[src/rtl/dma_resp_if.sv]
// CPU register-write port and memory request/response bus of the dma_resp copy engine.
interface dma_resp_if;
    logic        valid_cpu2dma_i;
    logic [31:0] addr_i;
    logic [31:0] wdata_i;
    logic        ready_dma2cpu_o;

    logic        mem_req_o;
    logic        mem_we_o;
    logic [31:0] mem_addr_o;
    logic [31:0] mem_wdata_o;
    logic [31:0] mem_rdata_i;
    logic        mem_ack_i;

    modport slave (
        input  valid_cpu2dma_i,
        input  addr_i,
        input  wdata_i,
        output ready_dma2cpu_o,
        output mem_req_o,
        output mem_we_o,
        output mem_addr_o,
        output mem_wdata_o,
        input  mem_rdata_i,
        input  mem_ack_i
    );

    modport master (
        output valid_cpu2dma_i,
        output addr_i,
        output wdata_i,
        input  ready_dma2cpu_o,
        input  mem_req_o,
        input  mem_we_o,
        input  mem_addr_o,
        input  mem_wdata_o,
        output mem_rdata_i,
        output mem_ack_i
    );
endinterface

[src/rtl/dma_resp.sv]
// Word-by-word memory copy engine (read SRC, write DST, LEN words) programmed by CPU register writes.
// Optional sticky completion interrupt with IRQ_CLR is built only when macro DMA_IRQ_EN is defined.
module dma_resp (
    input  logic      clk_i,
    input  logic      rst_ni,
    dma_resp_if.slave bus,
    output logic      busy_o,
    output logic      done_o,
    output logic      irq_o
);

    typedef enum logic [1:0] {
        ST_IDLE = 2'd0,
        ST_RD   = 2'd1,
        ST_WR   = 2'd2,
        ST_DONE = 2'd3
    } state_e;

    localparam logic [1:0] REG_SRC  = 2'd0;
    localparam logic [1:0] REG_DST  = 2'd1;
    localparam logic [1:0] REG_LEN  = 2'd2;
    localparam logic [1:0] REG_CTRL = 2'd3;

    state_e      state_q, state_d;
    logic [31:0] src_q, src_d;
    logic [31:0] dst_q, dst_d;
    logic [15:0] len_q, len_d;
    logic [15:0] idx_q, idx_d;
    logic [31:0] buf_q, buf_d;

    logic        ready_q, ready_d;
    logic        busy_q, busy_d;
    logic        done_q, done_d;
    logic        mem_req_q, mem_req_d;
    logic        mem_we_q, mem_we_d;
    logic [31:0] mem_addr_q, mem_addr_d;
    logic [31:0] mem_wdata_q, mem_wdata_d;

    logic        accept_s;
    logic        ack_s;
    logic        irq_clr_s;
    logic [31:0] word_offset_s;
    logic        unused_s;

    // ready_q is high exactly in IDLE, so it doubles as the accept qualifier.
    assign accept_s      = bus.valid_cpu2dma_i & ready_q;
    assign ack_s         = bus.mem_ack_i & mem_req_q;
    assign word_offset_s = {14'd0, idx_d, 2'b00};

    // Next-state, register file and beat bookkeeping.
    always_comb begin
        state_d   = state_q;
        src_d     = src_q;
        dst_d     = dst_q;
        len_d     = len_q;
        idx_d     = idx_q;
        buf_d     = buf_q;
        irq_clr_s = 1'b0;
        case (state_q)
            ST_IDLE: begin
                if (accept_s) begin
                    case (bus.addr_i[3:2])
                        REG_SRC: src_d = bus.wdata_i;
                        REG_DST: dst_d = bus.wdata_i;
                        REG_LEN: len_d = bus.wdata_i[15:0];
                        REG_CTRL: begin
                            irq_clr_s = bus.wdata_i[1];
                            if (bus.wdata_i[0]) begin
                                idx_d = 16'd0;
                                if (len_q != 16'd0) begin
                                    state_d = ST_RD;
                                end else begin
                                    state_d = ST_DONE;
                                end
                            end else begin
                                state_d = ST_IDLE;
                            end
                        end
                        default: state_d = ST_IDLE;
                    endcase
                end else begin
                    state_d = ST_IDLE;
                end
            end
            ST_RD: begin
                if (ack_s) begin
                    buf_d   = bus.mem_rdata_i;
                    state_d = ST_WR;
                end else begin
                    state_d = ST_RD;
                end
            end
            ST_WR: begin
                if (ack_s) begin
                    idx_d = idx_q + 16'd1;
                    if ((idx_q + 16'd1) == len_q) begin
                        state_d = ST_DONE;
                    end else begin
                        state_d = ST_RD;
                    end
                end else begin
                    state_d = ST_WR;
                end
            end
            ST_DONE: state_d = ST_IDLE;
            default: state_d = ST_IDLE;
        endcase
    end

    // Output decode from the next state so every port comes straight from a flop.
    always_comb begin
        ready_d     = 1'b0;
        busy_d      = 1'b1;
        done_d      = 1'b0;
        mem_req_d   = 1'b0;
        mem_we_d    = 1'b0;
        mem_addr_d  = 32'd0;
        mem_wdata_d = 32'd0;
        case (state_d)
            ST_IDLE: begin
                ready_d = 1'b1;
                busy_d  = 1'b0;
            end
            ST_RD: begin
                mem_req_d  = 1'b1;
                mem_addr_d = src_d + word_offset_s;
            end
            ST_WR: begin
                mem_req_d   = 1'b1;
                mem_we_d    = 1'b1;
                mem_addr_d  = dst_d + word_offset_s;
                mem_wdata_d = buf_d;
            end
            ST_DONE: done_d = 1'b1;
            default: begin
                ready_d = 1'b1;
                busy_d  = 1'b0;
            end
        endcase
    end

    // State, register file and output flops; reset abandons any beat immediately.
    always_ff @(posedge clk_i or negedge rst_ni) begin
        if (!rst_ni) begin
            state_q     <= ST_IDLE;
            src_q       <= 32'd0;
            dst_q       <= 32'd0;
            len_q       <= 16'd0;
            idx_q       <= 16'd0;
            buf_q       <= 32'd0;
            ready_q     <= 1'b1;
            busy_q      <= 1'b0;
            done_q      <= 1'b0;
            mem_req_q   <= 1'b0;
            mem_we_q    <= 1'b0;
            mem_addr_q  <= 32'd0;
            mem_wdata_q <= 32'd0;
        end else begin
            state_q     <= state_d;
            src_q       <= src_d;
            dst_q       <= dst_d;
            len_q       <= len_d;
            idx_q       <= idx_d;
            buf_q       <= buf_d;
            ready_q     <= ready_d;
            busy_q      <= busy_d;
            done_q      <= done_d;
            mem_req_q   <= mem_req_d;
            mem_we_q    <= mem_we_d;
            mem_addr_q  <= mem_addr_d;
            mem_wdata_q <= mem_wdata_d;
        end
    end

    assign bus.ready_dma2cpu_o = ready_q;
    assign bus.mem_req_o       = mem_req_q;
    assign bus.mem_we_o        = mem_we_q;
    assign bus.mem_addr_o      = mem_addr_q;
    assign bus.mem_wdata_o     = mem_wdata_q;
    assign busy_o              = busy_q;
    assign done_o              = done_q;

`ifdef DMA_IRQ_EN
    logic irq_q, irq_d;

    // Completion set wins over a clear landing in the same cycle.
    always_comb begin
        if (state_d == ST_DONE) begin
            irq_d = 1'b1;
        end else if (irq_clr_s) begin
            irq_d = 1'b0;
        end else begin
            irq_d = irq_q;
        end
    end

    // Sticky interrupt flop.
    always_ff @(posedge clk_i or negedge rst_ni) begin
        if (!rst_ni) begin
            irq_q <= 1'b0;
        end else begin
            irq_q <= irq_d;
        end
    end

    assign irq_o    = irq_q;
    assign unused_s = ^{bus.addr_i[31:4], bus.addr_i[1:0]};
`else
    assign irq_o    = 1'b0;
    assign unused_s = ^{bus.addr_i[31:4], bus.addr_i[1:0], irq_clr_s};
`endif

endmodule

[src/flat_wrapper.sv]
// flat-port wrapper written by rule: the top's interface ports become plain ports
module dma_resp_flat 
  (clk_i, rst_ni, busy_o, done_o, irq_o, bus_valid_cpu2dma_i, bus_addr_i, bus_wdata_i, bus_ready_dma2cpu_o, bus_mem_req_o, bus_mem_we_o, bus_mem_addr_o, bus_mem_wdata_o, bus_mem_rdata_i, bus_mem_ack_i);
  dma_resp_if bus_i ();
  input  logic clk_i;
  input  logic rst_ni;
  output logic busy_o;
  output logic done_o;
  output logic irq_o;
  input wire logic [$bits(bus_i.valid_cpu2dma_i)-1:0] bus_valid_cpu2dma_i;
  input wire logic [$bits(bus_i.addr_i)-1:0] bus_addr_i;
  input wire logic [$bits(bus_i.wdata_i)-1:0] bus_wdata_i;
  output wire logic [$bits(bus_i.ready_dma2cpu_o)-1:0] bus_ready_dma2cpu_o;
  output wire logic [$bits(bus_i.mem_req_o)-1:0] bus_mem_req_o;
  output wire logic [$bits(bus_i.mem_we_o)-1:0] bus_mem_we_o;
  output wire logic [$bits(bus_i.mem_addr_o)-1:0] bus_mem_addr_o;
  output wire logic [$bits(bus_i.mem_wdata_o)-1:0] bus_mem_wdata_o;
  input wire logic [$bits(bus_i.mem_rdata_i)-1:0] bus_mem_rdata_i;
  input wire logic [$bits(bus_i.mem_ack_i)-1:0] bus_mem_ack_i;
  assign bus_i.valid_cpu2dma_i = bus_valid_cpu2dma_i;
  assign bus_i.addr_i = bus_addr_i;
  assign bus_i.wdata_i = bus_wdata_i;
  assign bus_ready_dma2cpu_o = bus_i.ready_dma2cpu_o;
  assign bus_mem_req_o = bus_i.mem_req_o;
  assign bus_mem_we_o = bus_i.mem_we_o;
  assign bus_mem_addr_o = bus_i.mem_addr_o;
  assign bus_mem_wdata_o = bus_i.mem_wdata_o;
  assign bus_i.mem_rdata_i = bus_mem_rdata_i;
  assign bus_i.mem_ack_i = bus_mem_ack_i;
  dma_resp u_core (.clk_i(clk_i), .rst_ni(rst_ni), .bus(bus_i), .busy_o(busy_o), .done_o(done_o), .irq_o(irq_o));
endmodule
[config.mk]
export PLATFORM = sky130hd
export DESIGN_NAME = dma_resp_flat
export DESIGN_NICKNAME = d
export VERILOG_FILES = /design/src/rtl/dma_resp_if.sv /design/src/rtl/dma_resp.sv /design/src/flat_wrapper.sv
export SDC_FILE = /design/constraint.sdc
export NUM_CORES = 1
export LEC_CHECK = 0
export CAP_MARGIN = 20
export CORE_MARGIN = 2
export CORE_UTILIZATION = 40
export CTS_BUF_LIST = sky130_fd_sc_hd__clkbuf_8
export DETAILED_ROUTE_END_ITERATION = 7
export GPL_ROUTABILITY_DRIVEN = 0
export PLACE_DENSITY_LB_ADDON = 0.15
export SLEW_MARGIN = 20
export SYNTH_ARGS = -nofsm -noshare
export SYNTH_HDL_FRONTEND = slang
export SYNTH_SLANG_ARGS = --single-unit
[constraint.sdc]
create_clock -name clk_i -period 10.4 [get_ports clk_i]
set_input_delay 2.08 -clock clk_i [delete_from_list [all_inputs] [get_ports clk_i]]
set_output_delay 2.08 -clock clk_i [all_outputs]
set_load 0.005 [all_outputs]
==> run summary, run 1 <==
In the final layout, the share of cells above drive strength 1 is 0.192. The detailed-route wire length on metal 1 is around 9500 µm. The iteration-0 DRC count of the detailed router is roughly 220. The worst path meets setup with around 2.4 ns of slack. The final net count came out at 1001. In the finished design, the share of the clock period the worst path needs comes to 0.764. The number of global-route vias before repair came out at 6348. The critical path class is in2reg. The share of the yosys chip area belonging to registers is 0.548. The library cell used most frequently in the layout, excluding fill and tap cells, is sky130_fd_sc_hd__dfrtp_1. The detailed-routed wire length on met3 is ~870 µm. The final-report setup violation count came out at 0. The via count of the routed design came out at about 6000. The DRC violation count after routing is 0. The placed wire-length estimate after detailed placement is 14400 µm.

The post-detailed-route via-to-cell ratio is a little over 5. The clock transition at the register clock pins on the worst setup and hold paths after CTS is around 0.11 ns. TritonCTS built the clock tree.

The clock tree synthesis step divided the H-tree into 4 levels. The switching power is between 0.8 and 0.9 mW. The largest driver fanout on the critical path came out at between 50 and 60. The run finished with clean final reports. The synthesized design contains 0 enable-type register cells. The number of buffers added for setup after CTS came out at 0. The first detailed-routing pass ran for 4 iterations.

The number of clock buffers inserted by TritonCTS is 17. The final hold slack came out at 0.491 ns. Setup repair after global routing left no endpoint under its margin. VDD sags by at most 0.0918 mV. In this run the tool buffered the top-level ports with between 100 and 150 buffer cells. The arrival time of the worst setup path came out at between 8 and 9 ns. In this run the critical register-to-register path is launched from u_core.idx_q[0]$_DFF_PN0_.

The worst-margin pin slew is roughly 1.1 ns. In the global route stage, overall resource usage came out at 0.178. The post-synthesis instance area is ~0.0091 mm². The number of register bits inferred by synthesis came out at 199. The static leakage power came out at 5.05 nW. The number of top-level pins came out at 170. The library cells used most frequently in the layout, excluding fill and tap cells, are 198 x sky130_fd_sc_hd__dfrtp_1, 137 x sky130_fd_sc_hd__clkdlybuf4s50_1, 120 x sky130_fd_sc_hd__mux2_2, 46 x sky130_fd_sc_hd__nor2_1, 37 x sky130_fd_sc_hd__and2_1.

The synthesized netlist contains 58 unique library cells. The die is roughly 150 µm tall. The number of placement rows is 55. The fraction of power spent switching nets came out at 0.334. At the later pin of the worst-skew pair, clock insertion delay measures 0.47 ns. After synthesis, the mean cell area works out to between 10 and 15 µm². The global-route wire length before repair came out at approximately 33000 µm.

The uppermost layer routed is met4. The count of final hold-check violations came out at 0. The tool flagged a number of max-cap violations equal to 0. The worst setup path is launched from an input port. The clock sink count is between 150 and 200. By area the synthesized netlist is led by sky130_fd_sc_hd__dfrtp_1 55%, sky130_fd_sc_hd__mux2_2 15%, sky130_fd_sc_hd__ha_1 2.9%. The final wirelength is 20500 µm. The post-synthesis instance total is around 750. The core box area is 0.0224 mm². The most used flip-flop cell after synthesis is sky130_fd_sc_hd__dfrtp_1.

The area of the die is about 0.024 mm². Summed over all nets, wire length on met2 after detailed routing comes to around 9900 µm. STA puts the critical path data required time at about 11 ns. The async set-reset flop share out of synthesis is 1.00. For this run, the top clock speed supported by timing is between 0.1 and 0.15 GHz. The final period demand of the worst path came out at about 8 ns. The total power after layout is between 2 and 3 mW.

The final count of pins violating max slew is 0. The path type of the worst min-delay path is reg2reg. The destination of the worst register-to-register timing path is u_core.bus.mem_addr_o[28]$_DFF_PN0_. The relative contribution of the clock network to total power is 0.187. The number of hold buffers added after CTS was 0.

The count of inserted antenna diode cells came out at 0. The cell depth of the worst hold path is 1. The relative contribution of combinational cells to total power came out at 0.373.

The remaining max-slew budget at the tightest pin is 0.258. The cell type contributing the most total cell area after synthesis is sky130_fd_sc_hd__dfrtp_1. The initial antenna violation count came out at 0. The path with the worst hold slack has its endpoint at u_core.src_q[21]$_DFF_PN0_. The share of total power dissipated in sequential elements is 0.440. The clock tree root driver cell is sky130_fd_sc_hd__clkbuf_8. The flop-to-flop setup slack is between 3 and 4 ns. The effective utilization at floorplan came out at 0.405. Fill cells in the final layout number approximately 2000. The total of cells resized after clock tree synthesis is 0.

Entering global routing, the biggest net connects 123 pins. Dividing the detail-routed wire length by the instance count gives between 15 and 20 µm. The power density over cell area is ~230 mW/mm². The setup TNS is 0 ns. The worst-case clock buffer depth is 2. Measured along the x axis, the die boundary spans 155 µm. The post-synth net total came out at a little under 900.

The worst setup slack after placement is a little over 2 ns. The worst setup path is captured at a register. The remaining global-route overflow is 0. Compared with the post-synthesis result, the final layout area differs by 22.5%. The worst clock skew on the final layout came out at 0.0198 ns. The origin of the worst min-delay path is u_core.src_q[21]$_DFF_PN0_.

The count of nets left with antenna violations after detail routing came out at 0. Yosys printed 0 warnings. The cell count of the worst reg-to-reg path came out at 21. The fraction of post-synthesis cell area in the top cell type by area is 0.545. Cell internal power was estimated by the tool at around 1.7 mW.
-- power by group through the flow --
stage	registers (mW)	clock network [mW]	logic, mW
finish	1.15	0.486	0.973
global route	1.18	0.540	1.07
detailed placement	1.16	0	0.979
CTS	1.15	0.506	0.986
global placement	1.15	0	0.953
floorplan	1.13	0	0.674
-- worst max-delay path, cell delays in order --
cell and delay, ns:
sky130_fd_sc_hd__clkdlybuf4s50_1 0.50, sky130_fd_sc_hd__and4bb_4 0.34, sky130_fd_sc_hd__and2_1 0.50, sky130_fd_sc_hd__inv_1 0.11, sky130_fd_sc_hd__o221ai_1 0.25, sky130_fd_sc_hd__a31o_2 0.18
sky130_fd_sc_hd__ha_1 0.14, sky130_fd_sc_hd__buf_4 0.41, sky130_fd_sc_hd__inv_2 0.43, sky130_fd_sc_hd__mux2_2 0.41, sky130_fd_sc_hd__ha_1 0.38, sky130_fd_sc_hd__nand3_1 0.13
sky130_fd_sc_hd__nor3_1 0.51, sky130_fd_sc_hd__o311ai_0 0.29, sky130_fd_sc_hd__nor2b_1 0.21, sky130_fd_sc_hd__o31ai_1 0.91, sky130_fd_sc_hd__nand4b_1 0.24, sky130_fd_sc_hd__xnor2_1 0.21
sky130_fd_sc_hd__nor2_1 0.06
-- cell usage after synthesis (11+ instances only) --
library cell,number
sky130_fd_sc_hd__nor3_1,12
sky130_fd_sc_hd__a21o_1,16
sky130_fd_sc_hd__dfrtp_1,198
sky130_fd_sc_hd__and3_1,14
sky130_fd_sc_hd__clkbuf_1,22
sky130_fd_sc_hd__mux2_2,120
sky130_fd_sc_hd__o21ai_0,26
sky130_fd_sc_hd__a21oi_1,21
sky130_fd_sc_hd__xor2_1,29
sky130_fd_sc_hd__nor2_1,46
sky130_fd_sc_hd__nand2_1,28
sky130_fd_sc_hd__ha_1,21
sky130_fd_sc_hd__and2_1,37
sky130_fd_sc_hd__nand3_1,22
sky130_fd_sc_hd__inv_1,11
sky130_fd_sc_hd__xnor2_1,22
-- flip-flops by register name, summed over array words and instances (netlist names) --
| signal | cells |
|---|---|
| u_core.bus.mem_addr_o | 32 |
| u_core.buf_q | 32 |
| u_core.bus.mem_req_o | 1 |
| u_core.bus.ready_dma2cpu_o | 1 |
| u_core.len_q | 16 |
| u_core.state_q | 2 |
| u_core.src_q | 32 |
| u_core.bus.mem_wdata_o | 32 |
| u_core.dst_q | 32 |
| u_core.busy_o | 1 |
| u_core.idx_q | 16 |
| u_core.done_o | 1 |
| u_core.bus.mem_we_o | 1 |
-- layout make-up --
cell class                      instances  area (µm²)  area share
Sequential cell                       199        4980       0.448
Clock inverter                         14         159      0.0143
Clock buffer                           18         248      0.0223
Inverter                               12        45.0     0.00405
Multi-Input combinational cell        505        3910       0.351
Tap cell                              285         357      0.0321
Timing Repair Buffer                  144        1430       0.129
-- layer usage --
metal,global-route usage,vias to the layer above
met5,0,-
met4,0.0392,0
met3,0.0426,14
met2,0.301,133
met1,0.234,2979
li1,-,2903
-- stage by stage --
stage                util  instance area (µm²)  std cells
floorplan               -                 9080        746
global placement    0.478                10700       1145
global route        0.496                11100       1177
finish              0.496                11100       1177
CTS                 0.496                11100       1177
detailed placement  0.478                10700       1145
-- kinds of logic (layout without fill, tap and decap cells) --
kind of cell,count (synthesis),count (layout),synth area share
buffers and inverters,42,188,0.0220
AOI/OAI and AO/OA,100,100,0.0707
xor gates and xnor gates,51,51,0.0492
other,1,1,0.000413
adders and majority gates,22,22,0.0311
and+or+nand+nor,202,202,0.119
DFF,199,199,0.548
muxes,129,129,0.159
-- how the worst max path moves through the flow --
stage                                    from                             endpoint
final                     bus_valid_cpu2dma_i  u_core.bus.mem_addr_o[28]$_DFF_PN0_
after global routing      bus_valid_cpu2dma_i  u_core.bus.mem_addr_o[28]$_DFF_PN0_
after CTS                 bus_valid_cpu2dma_i  u_core.bus.mem_addr_o[26]$_DFF_PN0_
after detailed placement  bus_valid_cpu2dma_i  u_core.bus.mem_addr_o[26]$_DFF_PN0_
after global placement    bus_valid_cpu2dma_i  u_core.bus.mem_addr_o[28]$_DFF_PN0_
after floorplan                 bus_mem_ack_i  u_core.bus.mem_addr_o[30]$_DFF_PN0_
Note: power is estimated with default switching activity, not from simulation.
==> inputs of run 2 (changes only) <==
==> constraint.sdc (replaced) <==
create_clock -name clk_i -period 6.75 [get_ports clk_i]
set_input_delay 1.35 -clock clk_i [delete_from_list [all_inputs] [get_ports clk_i]]
set_output_delay 1.35 -clock clk_i [all_outputs]
set_load 0.005 [all_outputs]
==> run summary, run 2 (synthesis gave the netlist of run 1 again) <==
The flow ran to the end, and the final reports show no timing, DRC or antenna violations. The worst clock skew on the final layout came to 0.0252 ns (+0.00543 ns). The final routed wire length divided by cell count was 17.6 µm (+1.0%). The clock tree from TritonCTS is done. The number of fillers in the final layout is 1999 (+1.4%). The number of gates on the worst path with buffers counted is 20 (+1). The remaining global-route overflow is 0 (unchanged). The count of final hold-check violations came out at 0 (unchanged). The via count of the routed design is 6155 (+2.1%). The count of hold-fix buffers inserted at cts is 0 (unchanged). The largest driver fanout on the critical path is 13 (-75%). The initial antenna violation count was 0 (unchanged). The area after detailed placement was 0.0108 mm² (+0.49%). The largest net degree at the start of global routing came out at 87 (-29%). The portion of the clock cycle consumed by the worst path in the final layout is 0.919. The cell count of the worst reg-to-reg path came to 20 (-4.8%). The core box area is 0.0224 mm² (unchanged). The later-pin clock latency in the skew report came out at 0.49 ns (+0.02 ns). The post-detailed-route via-to-cell ratio came out at 5.20 (+1.5%). The final count of pins violating max slew was 0 (unchanged). The y dimension of the die is 155 µm (unchanged). The arrival time of the worst setup path is 6.62 ns (-1.69 ns). The growth of design area from synthesis to finish came out at 23.3%. The total of buffers placed on input and output ports is 138 (unchanged). The detailed router used layers up to and including met4. The met2 routed wirelength is 10100 µm (+1.9%). The DRC violation count after routing is 0 (unchanged). The number of violations of the max-capacitance limit is 0 (unchanged).

The share of final-layout standard cells stronger than drive strength 1 is 0.198 (+0.00629). The die extent in x is 155 µm (unchanged). The clock tree root driver cell is sky130_fd_sc_hd__clkbuf_8. The iteration-0 DRC count of the detailed router came out at 217 (-0.46%). The commonest non-fill, non-tap cell in the layout is sky130_fd_sc_hd__dfrtp_1.

The setup TNS came out at 0 ns (unchanged). The area of the die is 0.0239 mm² (unchanged). The final hold slack came to 0.486 ns (-0.00533 ns). The worst hold path belongs to the class reg2reg. The total global routing track utilization came to 0.181 (+0.00354). The worst vdd rail ir drop is 0.147 mV (+60%). The count of buffering cells on the critical path with inverters included came out at 1 (-3). The detailed-routed wire length on met3 came out at 842 µm (-3.6%). Among all stages on the critical path, the largest delay is contributed by sky130_fd_sc_hd__o31ai_1. The final period demand of the worst path came out at a little over 6 ns. In the layout the commonest cells are 198 x sky130_fd_sc_hd__dfrtp_1, 137 x sky130_fd_sc_hd__clkdlybuf4s50_1, 120 x sky130_fd_sc_hd__mux2_2, 46 x sky130_fd_sc_hd__nor2_1, 37 x sky130_fd_sc_hd__and2_1. The post-placement cell count came out at 1152 (+0.61%). The first-pass iteration count of the detailed router is 5 (+1). The clock transition at the register clock pins on the worst setup and hold paths after CTS came out at 0.11 ns (about the same).

The count of inserted antenna diode cells came out at 0 (unchanged). The worst endpoint required time is 7.17 ns (-3.59 ns). The total power after layout came to 4.06 mW (+56%). The total of cells resized after clock tree synthesis is 0 (unchanged). Based on the critical path, the design can be clocked at up to between 0.15 and 0.2 GHz.

The number of cells in the finished layout apart from fillers was 1184 (+0.59%). The effective utilization at floorplan came out at 0.405 (unchanged). The global-route wire length before repair is 34000 µm (+1.6%).

The detailed-route wire length on metal 1 came to 9560 µm (+0.68%). The worst setup path is of the reg2reg kind. The delay contributed by the slowest stage of the critical path came to 0.88 ns (-0.03 ns).

The post-layout worst setup margin is 0.545 ns (-1.90 ns). The clock sink count is 199 (unchanged). The number of clock buffers inserted by TritonCTS is 17 (unchanged). Setup repair after global routing left no endpoint under its margin. The worst-case clock buffer depth came out at 2 (unchanged). The static leakage power came out at 5.08 nW (+0.77%). The number of buffers added for setup after CTS came out at 0 (unchanged). The worst setup slack after placement is 0.224 ns (-1.80 ns).

The number of top-level pins is 170 (unchanged). The maximum level of the CTS H-tree is 4 (unchanged). The remaining max-slew budget at the tightest pin is 0.297 (+0.0389).

The power density over cell area is 362 mW/mm² (+55%). The family of cells with the greatest summed delay on the critical path is simple AND/OR/NAND/NOR gates. The core utilization of the finished layout is 0.499 (+0.00318).

The post-layout instance area came out at 0.0112 mm² (+0.64%). The number of placement rows was 55 (unchanged). The final net count is 1008 (+0.70%). The worst setup path is launched from a register. The placed wire-length estimate after detailed placement came out at 14700 µm (+2.1%).

The final-report setup violation count came to 0 (unchanged). The worst-margin pin slew came out at 1.05 ns (-0.0578 ns). The cell depth of the worst hold path came out at 1 (unchanged). The worst setup path is captured at a register. The count of nets left with antenna violations after detail routing came out at 0 (unchanged).

The signal on the critical path passes through ha_1, nand3_1, nor3_1, and4_1, and3_1, xnor2_1, nor4_1, a31o_2, ha_1, inv_2, mux2_2, ha_1, nand3_1, nor3_1, o311ai_0, nor2b_1, o31ai_1, nand3_1, xor2_1, nor2_1. The number of global-route vias before repair came to 6351 (+0.047%). The final wirelength is 20900 µm (+1.6%).
==> run 2: cell types whose count changed in the layout (fill, tap and decap cells not counted), sizes merged <==
cell,delta
clkinvlp,+1
clkinv,-2
buf,+7
inv,+1
==> run 2: path summary, 6_finish.rpt <==
check / startpoint / end / slack [ns]
min in group asynchronous: rst_ni / u_core.bus.mem_wdata_o[19]$_DFF_PN0_ / 0.75
max reg2reg: u_core.idx_q[0]$_DFF_PN0_ / u_core.bus.mem_addr_o[20]$_DFF_PN0_ / 0.55
min: u_core.src_q[20]$_DFF_PN0_ / u_core.src_q[20]$_DFF_PN0_ / 0.49
max: u_core.idx_q[0]$_DFF_PN0_ / u_core.bus.mem_addr_o[20]$_DFF_PN0_ / 0.55
max in group asynchronous: rst_ni / u_core.src_q[14]$_DFF_PN0_ / 4.73
min reg2reg: u_core.src_q[20]$_DFF_PN0_ / u_core.src_q[20]$_DFF_PN0_ / 0.49
==> run 2: routing by layer <==
metal / GRT usage / up-vias
li1: - / 2905
met1: 0.242 / 3076
met2: 0.299 / 148
met3: 0.0403 / 26
met4: 0.0529 / 0
met5: 0 / -
==> run 2: report_power, final <==
part / switching, mW / leakage, nW / internal, mW
clock network: 0.486 / 0.209 / 0.296
logic: 0.717 / 2.31 / 0.794
registers: 0.168 / 2.57 / 1.60
total: 1.37 / 5.08 / 2.69
==> run 2: cell type report <==
cell class              instances  area [µm²]  share of cell area
clock buffers                  18         248              0.0221
clock inverters                14         174              0.0155
inverters                      12        45.0             0.00402
multi-input cells             505        3910               0.349
flip-flops and latches        199        4980               0.445
well taps                     285         357              0.0318
repair buffers                151        1490               0.133
